`src/rtl/axi4_lite_master.sv`:
```
// axi4_lite_master: single-outstanding AXI4-Lite master driven by a
// simple start/done command port.
//
// Ports:
//   ACLK, ARESETn            clock, async active-low reset
//   cmd_start/write/addr/wdata  command request (taken only when ready)
//   cmd_ready                 high while idle
//   cmd_done                  one-cycle completion pulse
//   cmd_rdata, cmd_resp       last read data / last response
//   AW*, W*, B*, AR*, R*      AXI4-Lite master channels
module axi4_lite_master #(
  parameter int ADDR_W = 4,
  parameter int DATA_W = 32
) (
  input  logic              ACLK,
  input  logic              ARESETn,
  input  logic              cmd_start,
  input  logic              cmd_write,
  input  logic [ADDR_W-1:0] cmd_addr,
  input  logic [DATA_W-1:0] cmd_wdata,
  output logic              cmd_ready,
  output logic              cmd_done,
  output logic [DATA_W-1:0] cmd_rdata,
  output logic [1:0]        cmd_resp,
  output logic [ADDR_W-1:0] AWADDR,
  output logic              AWVALID,
  input  logic              AWREADY,
  output logic [DATA_W-1:0] WDATA,
  output logic              WVALID,
  input  logic              WREADY,
  input  logic [1:0]        BRESP,
  input  logic              BVALID,
  output logic              BREADY,
  output logic [ADDR_W-1:0] ARADDR,
  output logic              ARVALID,
  input  logic              ARREADY,
  input  logic [DATA_W-1:0] RDATA,
  input  logic              RVALID,
  output logic              RREADY,
  input  logic [1:0]        RRESP
);

  typedef enum logic [2:0] {
    S_IDLE,
    S_WR,
    S_WR_RESP,
    S_RD_ADDR,
    S_RD_DATA
  } state_t;

  state_t r_state;

  logic r_aw_done;
  logic r_w_done;

  logic r_awvalid;
  logic r_wvalid;
  logic r_bready;
  logic r_arvalid;
  logic r_rready;
  logic r_cmd_ready;
  logic r_cmd_done;

  logic [ADDR_W-1:0] r_awaddr;
  logic [DATA_W-1:0] r_wdata;
  logic [ADDR_W-1:0] r_araddr;
  logic [DATA_W-1:0] r_rdata;
  logic [1:0]        r_resp;

  logic w_aw_hs;
  logic w_w_hs;
  logic w_b_hs;
  logic w_ar_hs;
  logic w_r_hs;
  logic w_aw_all;
  logic w_w_all;

  assign w_aw_hs = r_awvalid & AWREADY;
  assign w_w_hs  = r_wvalid  & WREADY;
  assign w_b_hs  = r_bready  & BVALID;
  assign w_ar_hs = r_arvalid & ARREADY;
  assign w_r_hs  = r_rready  & RVALID;

  // A channel counts as done if it finished earlier
  // or is finishing on this edge.
  assign w_aw_all = r_aw_done | w_aw_hs;
  assign w_w_all  = r_w_done  | w_w_hs;

  always_ff @(posedge ACLK or negedge ARESETn) begin
    if (!ARESETn) begin
      r_state     <= S_IDLE;
      r_aw_done   <= 1'b0;
      r_w_done    <= 1'b0;
      r_awvalid   <= 1'b0;
      r_wvalid    <= 1'b0;
      r_bready    <= 1'b0;
      r_arvalid   <= 1'b0;
      r_rready    <= 1'b0;
      r_cmd_ready <= 1'b1;
      r_cmd_done  <= 1'b0;
      r_awaddr    <= '0;
      r_wdata     <= '0;
      r_araddr    <= '0;
      r_rdata     <= '0;
      r_resp      <= '0;
    end else begin
      r_cmd_done <= 1'b0;
      unique case (r_state)
        S_IDLE: begin
          if (cmd_start) begin
            r_cmd_ready <= 1'b0;
            if (cmd_write) begin
              r_awaddr  <= cmd_addr;
              r_wdata   <= cmd_wdata;
              r_awvalid <= 1'b1;
              r_wvalid  <= 1'b1;
              r_aw_done <= 1'b0;
              r_w_done  <= 1'b0;
              r_state   <= S_WR;
            end else begin
              r_araddr  <= cmd_addr;
              r_arvalid <= 1'b1;
              r_state   <= S_RD_ADDR;
            end
          end
        end
        S_WR: begin
          if (w_aw_hs) begin
            r_awvalid <= 1'b0;
            r_aw_done <= 1'b1;
          end
          if (w_w_hs) begin
            r_wvalid <= 1'b0;
            r_w_done <= 1'b1;
          end
          if (w_aw_all && w_w_all) begin
            r_bready <= 1'b1;
            r_state  <= S_WR_RESP;
          end
        end
        S_WR_RESP: begin
          if (w_b_hs) begin
            r_resp      <= BRESP;
            r_cmd_done  <= 1'b1;
            r_bready    <= 1'b0;
            r_cmd_ready <= 1'b1;
            r_state     <= S_IDLE;
          end
        end
        S_RD_ADDR: begin
          if (w_ar_hs) begin
            r_arvalid <= 1'b0;
            r_rready  <= 1'b1;
            r_state   <= S_RD_DATA;
          end
        end
        S_RD_DATA: begin
          if (w_r_hs) begin
            r_rdata     <= RDATA;
            r_resp      <= RRESP;
            r_cmd_done  <= 1'b1;
            r_rready    <= 1'b0;
            r_cmd_ready <= 1'b1;
            r_state     <= S_IDLE;
          end
        end
        default: begin
          r_awvalid   <= 1'b0;
          r_wvalid    <= 1'b0;
          r_bready    <= 1'b0;
          r_arvalid   <= 1'b0;
          r_rready    <= 1'b0;
          r_cmd_ready <= 1'b1;
          r_state     <= S_IDLE;
        end
      endcase
    end
  end

  assign cmd_ready = r_cmd_ready;
  assign cmd_done  = r_cmd_done;
  assign cmd_rdata = r_rdata;
  assign cmd_resp  = r_resp;
  assign AWADDR    = r_awaddr;
  assign AWVALID   = r_awvalid;
  assign WDATA     = r_wdata;
  assign WVALID    = r_wvalid;
  assign BREADY    = r_bready;
  assign ARADDR    = r_araddr;
  assign ARVALID   = r_arvalid;
  assign RREADY    = r_rready;

endmodule

```
`config.mk`:
```
export PLATFORM = sky130hd
export DESIGN_NAME = axi4_lite_master
export DESIGN_NICKNAME = d
export VERILOG_FILES = /design/src/rtl/axi4_lite_master.sv
export SDC_FILE = /design/constraint.sdc
export NUM_CORES = 1
export LEC_CHECK = 0
export CAP_MARGIN = 20
export CELL_PAD_IN_SITES_DETAIL_PLACEMENT = 0
export CELL_PAD_IN_SITES_GLOBAL_PLACEMENT = 2
export CORE_ASPECT_RATIO = 1.4
export CORE_MARGIN = 3
export CORE_UTILIZATION = 28
export DETAILED_ROUTE_END_ITERATION = 16
export GPL_ROUTABILITY_DRIVEN = 0
export PLACE_DENSITY = 0.9
export SLEW_MARGIN = 20
export SYNTH_ARGS = -nofsm -noshare
export SYNTH_HDL_FRONTEND = slang
export SYNTH_SLANG_ARGS = --single-unit
```
`constraint.sdc`:
```
create_clock -name ACLK -period 3.1 [get_ports ACLK]
set_clock_uncertainty 0.05 [all_clocks]
set_input_delay 0.93 -clock ACLK [delete_from_list [all_inputs] [get_ports ACLK]]
set_output_delay 0.93 -clock ACLK [all_outputs]
set_load 0.01 [all_outputs]
```
==> results.cfg, run 1 <==
[placement]
dp_hpwl_um = 6740
io_buffers = 161

[clocking]
cts_tree = done
cts.sinks = 86
post_cts_buffers = 0
clk_latency_ns = 0.33
cts_resized = 0
clkTransAtPathRegs_ns = 0.06
numCtsBuffers = 9
root_buffer = clkbuf_16
htreeDepth = 3
cts_buffer_depth = 2
ctsHoldBuffers = 0

[sta]
setup_viol = 0
fin_crit_ns = 2.59
hold_slack_ns = 0.432
hold_viol = 0
fin_tns_setup_ns = 0
max_freq_mhz = 386
drv_slew = 0
rsz0062_at_grt = false
slew_headroom_pct = 59.6
worstMarginPinSlew_ns = 0.606
fin_crit_sh_pct = 83.5

[setup_path]
worstSetupPathType = primary input to flop
critPathMaxFanout = 6
cp_slowest_cell = or4b_2
crit_chain = clkdlybuf4s50_1 -> or4b_2 -> nor2_4 -> mux2_2
max_stage_delay_ns = 0.67
cp-start-kind = primary input
r2r-end = cmd_rdata[3]$_DFFE_PN0P_
r2r_slack_ns = 0.86
crit_start = cmd_start
timing.rr.start = r_state[2]$_DFFE_PN0P_
crit_required_ns = 3.27
r2r_cells = 4
crit_arrival_ns = 2.75
cp-end-kind = flop
crit_end = ARADDR[0]$_DFFE_PN0P_

[synth]
yosysMostFrequentCell = dfrtp_1
ys_ff_latch = 86
syn-instance-count = 231
synthTopCellsByArea = dfrtp_1, mux2_2, buf_6
synth_edf_count = 0
syn_area_um2 = 3450
synthTopCellsByCount = dfrtp_1, mux2_2, nand2_1, o21ai_0
synth_ff_type = dfrtp_1
netlist-cell-type-count = 38
ys_seq_area_share_pct = 62.3
synth_async_sr_flop_share_pct = 100
synth_area_leader_cell = dfrtp_1
synth_nets = 312
yosys_warnings = 0
avgSynthCellArea_um2 = 15.0
yosysTopAreaCellShare_pct = 61.6

[drt]
firstDrtPassIters = 4
drt_iter0_drc = 65
wl_per_cell_um = 16.5
vias = 2514
drc = 0
antenna_left = 0
viasPerCell = 4.58
wirelength_um = 9080

[finish]
n_fill_cell = 1111
fin_util_pct = 46.5
area_growth_pct = 60.8
drive_above_1_share_pct = 25.6
nets = 478
diodes = 0

[pwr]
powerDensity_nw_per_um2 = 912
vdd_drop_max_uv = 449
p_leak_nw = 2.35

[status]
outcome = complete, no violations

[global_route]
grt_max_degree = 45
antenna_found_initial = 0
track_usage_pct = 13.6
grt_pass1_vias = 2810
grt_pass1_wl_um = 14400
grt_overflow = 0

[min_path]
hold_path_class = flop to flop

[die]
rows = 47
dieArea_um2 = 13700
core_area_um2 = 11900
io_pins = 162
chipHeight_um = 137
die-width_um = 99.9
initial_core_util_pct = 28.9

[run]
maxCapViolations = 0
## routing by layer
| layer | wire [um] | vias up | share of wire (%) | GRT usage, % |
|---|---|---|---|---|
| li1 | - | 1169 | - | - |
| met1 | 3350 | 1247 | 37 | 14.8 |
| met2 | 4870 | 88 | 54 | 23.7 |
| met3 | 695 | 10 | 7.7 | 4.91 |
| met4 | 157 | 0 | 1.7 | 5.54 |
| met5 | 0 | - | 0 | 0 |
## worst max-delay path, delay by kind of cell
family,cells,cell delay (ns)
simple gates,2,0.87
mux,1,0.36
buf+inv,1,0.59
## flip-flops by register name (all words and copies together), names as in the netlist
| name | cells |
|---|---|
| r_state | 3 |
| cmd_done | 1 |
| ARVALID | 1 |
| cmd_resp | 2 |
| cmd_ready | 1 |
| BREADY | 1 |
| AWVALID | 1 |
| WVALID | 1 |
| AWADDR | 4 |
| RREADY | 1 |
| cmd_rdata | 32 |
| WDATA | 32 |
| r_aw_done | 1 |
| ARADDR | 4 |
| r_w_done | 1 |
## report_power, final
part / internal, W / total, W / switching (W)
combinational: 0.00128 / 0.00202 / 0.000736
clock: 0.000708 / 0.00114 / 0.000435
sequential: 0.00159 / 0.00191 / 0.000313
total: 0.00358 / 0.00507 / 0.00148
## kinds of logic after synthesis
| family | count (synthesis) | synth area share (%) |
|---|---|---|
| compound gates | 25 | 4.96 |
| buf+inv | 13 | 2.64 |
| flops | 86 | 62.3 |
| mux | 76 | 24.8 |
| simple gates | 31 | 5.29 |
## stage by stage
stage	cell area [um2]	setup slack [ns]	instances	total power, W
detailed placement	5240	0.168	533	0.00397
finish	5560	0.512	549	0.00507
global route	5560	0.433	549	0.00537
floorplan	3450	0.885	231	0.00276
CTS	5560	0.522	549	0.00516
global placement	5240	0.190	533	0.00393
## cell usage in the layout, fill, tap and decap left out, types with 2 or more instances in the layout
| cell type | n |
|---|---|
| clkbuf_1 | 2 |
| nand3b_1 | 2 |
| buf_12 | 3 |
| clkbuf_16 | 9 |
| mux2_1 | 2 |
| o31ai_1 | 2 |
| or4b_2 | 2 |
| a32oi_1 | 2 |
| mux2_2 | 74 |
| nand2b_1 | 2 |
| inv_1 | 2 |
| nor2_1 | 3 |
| or3b_2 | 2 |
| clkdlybuf4s50_1 | 160 |
| bufinv_16 | 2 |
| buf_4 | 3 |
| nand2_1 | 8 |
| a31oi_1 | 2 |
| a21oi_1 | 2 |
| clkinvlp_4 | 2 |
| nand3_1 | 4 |
| dfrtp_1 | 85 |
| o21ai_0 | 8 |
## worst min-delay path by stage
stage,from,end,depth (start not counted)
after floorplan,r_aw_done$_DFFE_PN0P_,r_aw_done$_DFFE_PN0P_,2
after global placement,cmd_rdata[24]$_DFFE_PN0P_,cmd_rdata[24]$_DFFE_PN0P_,1
after detailed placement,cmd_rdata[23]$_DFFE_PN0P_,cmd_rdata[23]$_DFFE_PN0P_,1
after CTS,cmd_rdata[23]$_DFFE_PN0P_,cmd_rdata[23]$_DFFE_PN0P_,1
after global routing,cmd_rdata[23]$_DFFE_PN0P_,cmd_rdata[23]$_DFFE_PN0P_,1
final,cmd_rdata[23]$_DFFE_PN0P_,cmd_rdata[23]$_DFFE_PN0P_,1
## cell type report
type	count	area, um2	share of cell area (%)
Clock buffer	11	233	4.19
Sequential cell	86	2150	38.8
Multi-Input combinational cell	132	1210	21.8
Tap cell	147	184	3.31
Clock inverter	5	83.8	1.51
Inverter	2	7.51	0.135
Timing Repair Buffer	166	1680	30.3
(Power assumes the default switching activity.)
==> run 2: changes to the inputs <==
CORE_UTILIZATION = 26   (was 28)
PLACE_DENSITY = 0.85   (was 0.9)
clock period = 2.5 ns   (was 3.1 ns; I/O delays follow)
==> run 2 against run 1 <==
- core utilization decreased by 3.0 points
- total power grew 24%
- flip-flop and latch count stayed put
- critical path depth did not move
- final area up 1.4%
- clock power grew 25%
- clock-buffer cell count is the same
- global-route usage shrank 1.3 points
- worst hold slack got worse by 0.15 ns
- wire length rose by 0.25%
- critical endpoint is now ARADDR[2]$_DFFE_PN0P_
- largest power group unchanged
==> results.cfg, run 2 (synthesis results as in run 1) <==
[global_route]
grt_overflow = 0
track_usage_pct = 12.3
grt_pass1_wl_um = 14000
grt_max_degree = 38
antenna_found_initial = 0
grt_pass1_vias = 2707

[sta]
slew_headroom_pct = 69.2
drv_slew = 0
fin_crit_ns = 2.31
worstMarginPinSlew_ns = 0.463
hold_viol = 0
fin_tns_setup_ns = 0
hold_slack_ns = 0.284
rsz0062_at_grt = false
fin_crit_sh_pct = 92.2
setup_viol = 0
max_freq_mhz = 434

[setup_path]
crit_required_ns = 2.66
cp_slowest_cell = or4b_2
critPathMaxFanout = 5
worstSetupPathType = primary input to flop
critical_path.top_delay_family = simple AND/OR/NAND/NOR gates
cp-start-kind = primary input
cp-end-kind = flop
crit_arrival_ns = 2.47
max_stage_delay_ns = 0.66
cp_num_buf_inv = 1
crit_chain = clkdlybuf4s50_1 -> or4b_2 -> nor2_4 -> mux2_2

[drt]
drt_iter0_drc = 40
wl_per_cell_um = 15.6
wirelength_um = 9100
antenna_left = 0
firstDrtPassIters = 4
vias = 2543
drc = 0
viasPerCell = 4.35

[clocking]
cts_resized = 0
cts_buffer_depth = 2
clkTransAtPathRegs_ns = 0.06
cts_tree = done
numCtsBuffers = 9
cts.sinks = 86
htreeDepth = 3
post_cts_buffers = 0
ctsHoldBuffers = 0
clk_latency_ns = 0.32
root_buffer = clkbuf_16

[finish]
drive_above_1_share_pct = 26.6
mostFrequentLayoutCells = clkdlybuf4s50_1, dfrtp_1, mux2_2, clkbuf_16
area_growth_pct = 63.1
n_fill_cell = 1237
fin_cells = 584
nets = 482
final_common_cell = clkdlybuf4s50_1
diodes = 0

[placement]
dp_hpwl_um = 6890
io_buffers = 161
dp.cells = 568

[run]
maxCapViolations = 0

[die]
initial_core_util_pct = 26.7
io_pins = 162
chipHeight_um = 142
core_area_um2 = 12900
die-width_um = 103
rows = 49
dieArea_um2 = 14700

[min_path]
hold_path_class = primary input to asynchronous set/reset pin

[pwr]
powerDensity_nw_per_um2 = 1120
p_leak_nw = 2.38
vdd_drop_max_uv = 452

[status]
outcome = complete, no violations
run 2: final timing paths:
check                                          start                         to  slack, ns  cells after the start
hold / removal                               ARESETn  cmd_rdata[12]$_DFFE_PN0P_       0.28                      1
max in group asynchronous                    ARESETn      cmd_ready$_DFFE_PN1P_       1.48                      2
setup / recovery                           cmd_start      ARADDR[2]$_DFFE_PN0P_       0.19                      4
hold reg to reg            cmd_rdata[23]$_DFFE_PN0P_  cmd_rdata[23]$_DFFE_PN0P_       0.43                      1
min in group ACLK          cmd_rdata[23]$_DFFE_PN0P_  cmd_rdata[23]$_DFFE_PN0P_       0.43                      1
setup reg to reg              r_state[2]$_DFFE_PN0P_   cmd_rdata[2]$_DFFE_PN0P_       0.41                      4
run 2: power breakdown:
| group | switching, W | total, W | leakage, nW | internal [W] |
|---|---|---|---|---|
| Combinational | 0.000921 | 0.00251 | 1.15 | 0.00159 |
| Clock | 0.000529 | 0.00143 | 0.156 | 0.000905 |
| Sequential | 0.000377 | 0.00235 | 1.08 | 0.00198 |
| Total | 0.00183 | 0.00630 | 2.38 | 0.00448 |
run 2: routing by layer:
| metal | track usage [%] | vias to the layer above | wire (um) |
|---|---|---|---|
| met1 | 13.0 | 1264 | 3380 |
| li1 | - | 1178 | - |
| met2 | 22.8 | 93 | 4960 |
| met4 | 3.89 | 0 | 94 |
| met5 | 0 | - | 0 |
| met3 | 3.53 | 8 | 665 |
run 2: per-stage QoR:
| stage | setup slack, ns | power (W) | utilization (%) | cell area, um2 |
|---|---|---|---|---|
| after floorplan | 0.465 | 0.00343 | - | 3450 |
| after global placement | -0.139 | 0.00487 | 41.0 | 5310 |
| after detailed placement | -0.148 | 0.00494 | 41.0 | 5310 |
| after CTS | 0.205 | 0.00642 | 43.5 | 5630 |
| after global routing | 0.125 | 0.00669 | 43.5 | 5630 |
| final | 0.195 | 0.00630 | 43.5 | 5630 |
run 2: cell type report:
class                   instances  area (um2)  area share [%]
inverters                       2        7.51           0.133
clock inverters                 5        81.3            1.44
multi-input cells             132        1210            21.5
flip-flops and latches         86        2150            38.2
repair buffers                170        1710            30.4
clock buffers                  11         243            4.31
well taps                     178         223            3.95
==> run 3: changes to the inputs <==
PLACE_DENSITY = 0.84   (was 0.85)
==> run 3 against run 2 <==
- clock power down 6%
- worst setup slack worse by 0.063 ns
- flip-flop and latch count unchanged
- fmax down 2.7%
- core utilization down 0.27 points
- register-to-register slack worse by 0.04 ns
- non-clock buffer count unchanged
- global-route usage down 0.066 points
- sequential power about the same
- critical path type unchanged
- largest cell class unchanged
- highest routed layer unchanged
==> results.cfg, run 3 (synthesis results as in run 1) <==
[setup_path]
crit_end = WVALID$_DFFE_PN0P_
r2r-end = WVALID$_DFFE_PN0P_
crit_chain = clkdlybuf4s50_1 -> nand2_2 -> or4_2 -> buf_4 -> a222oi_1
cp-end-kind = flop
cp_slowest_cell = clkdlybuf4s50_1
cp-start-kind = primary input
r2r_cells = 4
crit_arrival_ns = 2.54
path_depth = 5
timing.rr.start = r_state[2]$_DFFE_PN0P_
worstSetupPathType = primary input to flop
crit_required_ns = 2.67
crit_start = cmd_start
max_stage_delay_ns = 0.56
cp_num_buf_inv = 2
critPathMaxFanout = 22
critical_path.top_delay_family = buffers and inverters
r2r_slack_ns = 0.37

[clocking]
cts_tree = done
cts_buffer_depth = 2
cts_resized = 0
htreeDepth = 3
ctsHoldBuffers = 0
root_buffer = clkbuf_16
cts.sinks = 86
clk_latency_ns = 0.33
clkTransAtPathRegs_ns = 0.07
numCtsBuffers = 9
post_cts_buffers = 0

[global_route]
antenna_found_initial = 0
grt_overflow = 0
track_usage_pct = 12.2
grt_pass1_vias = 2767
grt_pass1_wl_um = 14100
grt_max_degree = 48

[sta]
worstMarginPinSlew_ns = 0.530
fin_crit_ns = 2.37
fin_ws_ns = 0.132
hold_viol = 0
drv_slew = 0
setup_viol = 0
fin_crit_sh_pct = 94.7
slew_headroom_pct = 64.6
fin_tns_setup_ns = 0
max_freq_mhz = 422
rsz0062_at_grt = false
hold_slack_ns = 0.345

[finish]
final_common_cell = clkdlybuf4s50_1
fin_util_pct = 43.3
multiInputGateArea_um2 = 1210
nets = 482
diodes = 0
drive_above_1_share_pct = 26.6
seqCellArea_um2 = 2150
mostFrequentLayoutCells = clkdlybuf4s50_1, dfrtp_1, mux2_2, clkbuf_16
area_growth_pct = 62.0
n_fill_cell = 1240

[status]
outcome = complete, no violations

[drt]
wl_per_cell_um = 15.2
antenna_left = 0
viasPerCell = 4.35
drc = 0
vias = 2543
wirelength_um = 8890
firstDrtPassIters = 4
drt_iter0_drc = 23

[die]
io_pins = 162
core_area_um2 = 12900
dieArea_um2 = 14700
rows = 49
initial_core_util_pct = 26.7
chipHeight_um = 142
die-width_um = 103

[placement]
dp_hpwl_um = 6680
dp_slack_ns = -0.221
io_buffers = 161

[run]
maxCapViolations = 0

[pwr]
vdd_drop_max_uv = 569
powerDensity_nw_per_um2 = 1110
p_leak_nw = 2.36

[min_path]
hold_path_class = primary input to asynchronous set/reset pin
[run 3: cell types whose count changed in the layout (fill, tap and decap cells not counted)]
| cell | change |
|---|---|
| buf_4 | +1 |
| buf_12 | -1 |
| clkinvlp_4 | +1 |
| bufinv_16 | -1 |
| inv_6 | -1 |
| clkinv_4 | +1 |
[run 3: final cells by class]
class,instances,area share (%)
inverters,2,0.134
well taps,178,3.98
flip-flops and latches,86,38.5
multi-input cells,132,21.6
repair buffers,170,30.4
clock inverters,5,1.05
clock buffers,11,4.34
[run 3: worst reg2reg max path, delay by kind of cell (launching register included)]
family          cells  cell delay, ns
compound gates      1            0.34
simple gates        1            0.63
buf+inv             2            0.48
flops               1            0.52
[run 3: worst min path at each step]
| stage | to | slack (ns) | cells past startpoint |
|---|---|---|---|
| final | cmd_rdata[12]$_DFFE_PN0P_ | 0.35 | 1 |
| after global placement | cmd_rdata[24]$_DFFE_PN0P_ | 0.42 | 1 |
| after global routing | cmd_rdata[31]$_DFFE_PN0P_ | 0.38 | 1 |
| after floorplan | ARADDR[0]$_DFFE_PN0P_ | 0.40 | 0 |
| after detailed placement | cmd_rdata[24]$_DFFE_PN0P_ | 0.42 | 1 |
| after CTS | cmd_rdata[7]$_DFFE_PN0P_ | 0.36 | 1 |
[run 3: through the flow]
| step | cell area [um2] | cells | total power, W |
|---|---|---|---|
| final | 5600 | 584 | 0.00620 |
| after global placement | 5300 | 568 | 0.00486 |
| after global routing | 5600 | 584 | 0.00660 |
| after detailed placement | 5300 | 568 | 0.00493 |
| after CTS | 5600 | 584 | 0.00630 |
| after floorplan | 3450 | 231 | 0.00343 |
[run 3: report_power, final]
group	total, W	switching, W	internal (W)
Sequential	0.00233	0.000354	0.00198
Combinational	0.00253	0.000932	0.00160
Clock	0.00134	0.000536	0.000802
[run 3: metal layers]
| metal | up-vias | GRT usage (%) | wire length [um] |
|---|---|---|---|
| li1 | 1177 | - | - |
| met1 | 1263 | 14.3 | 3530 |
| met2 | 98 | 20.7 | 4560 |
| met3 | 5 | 4.41 | 707 |
| met4 | 0 | 3.62 | 93 |
| met5 | - | 0 | 0 |
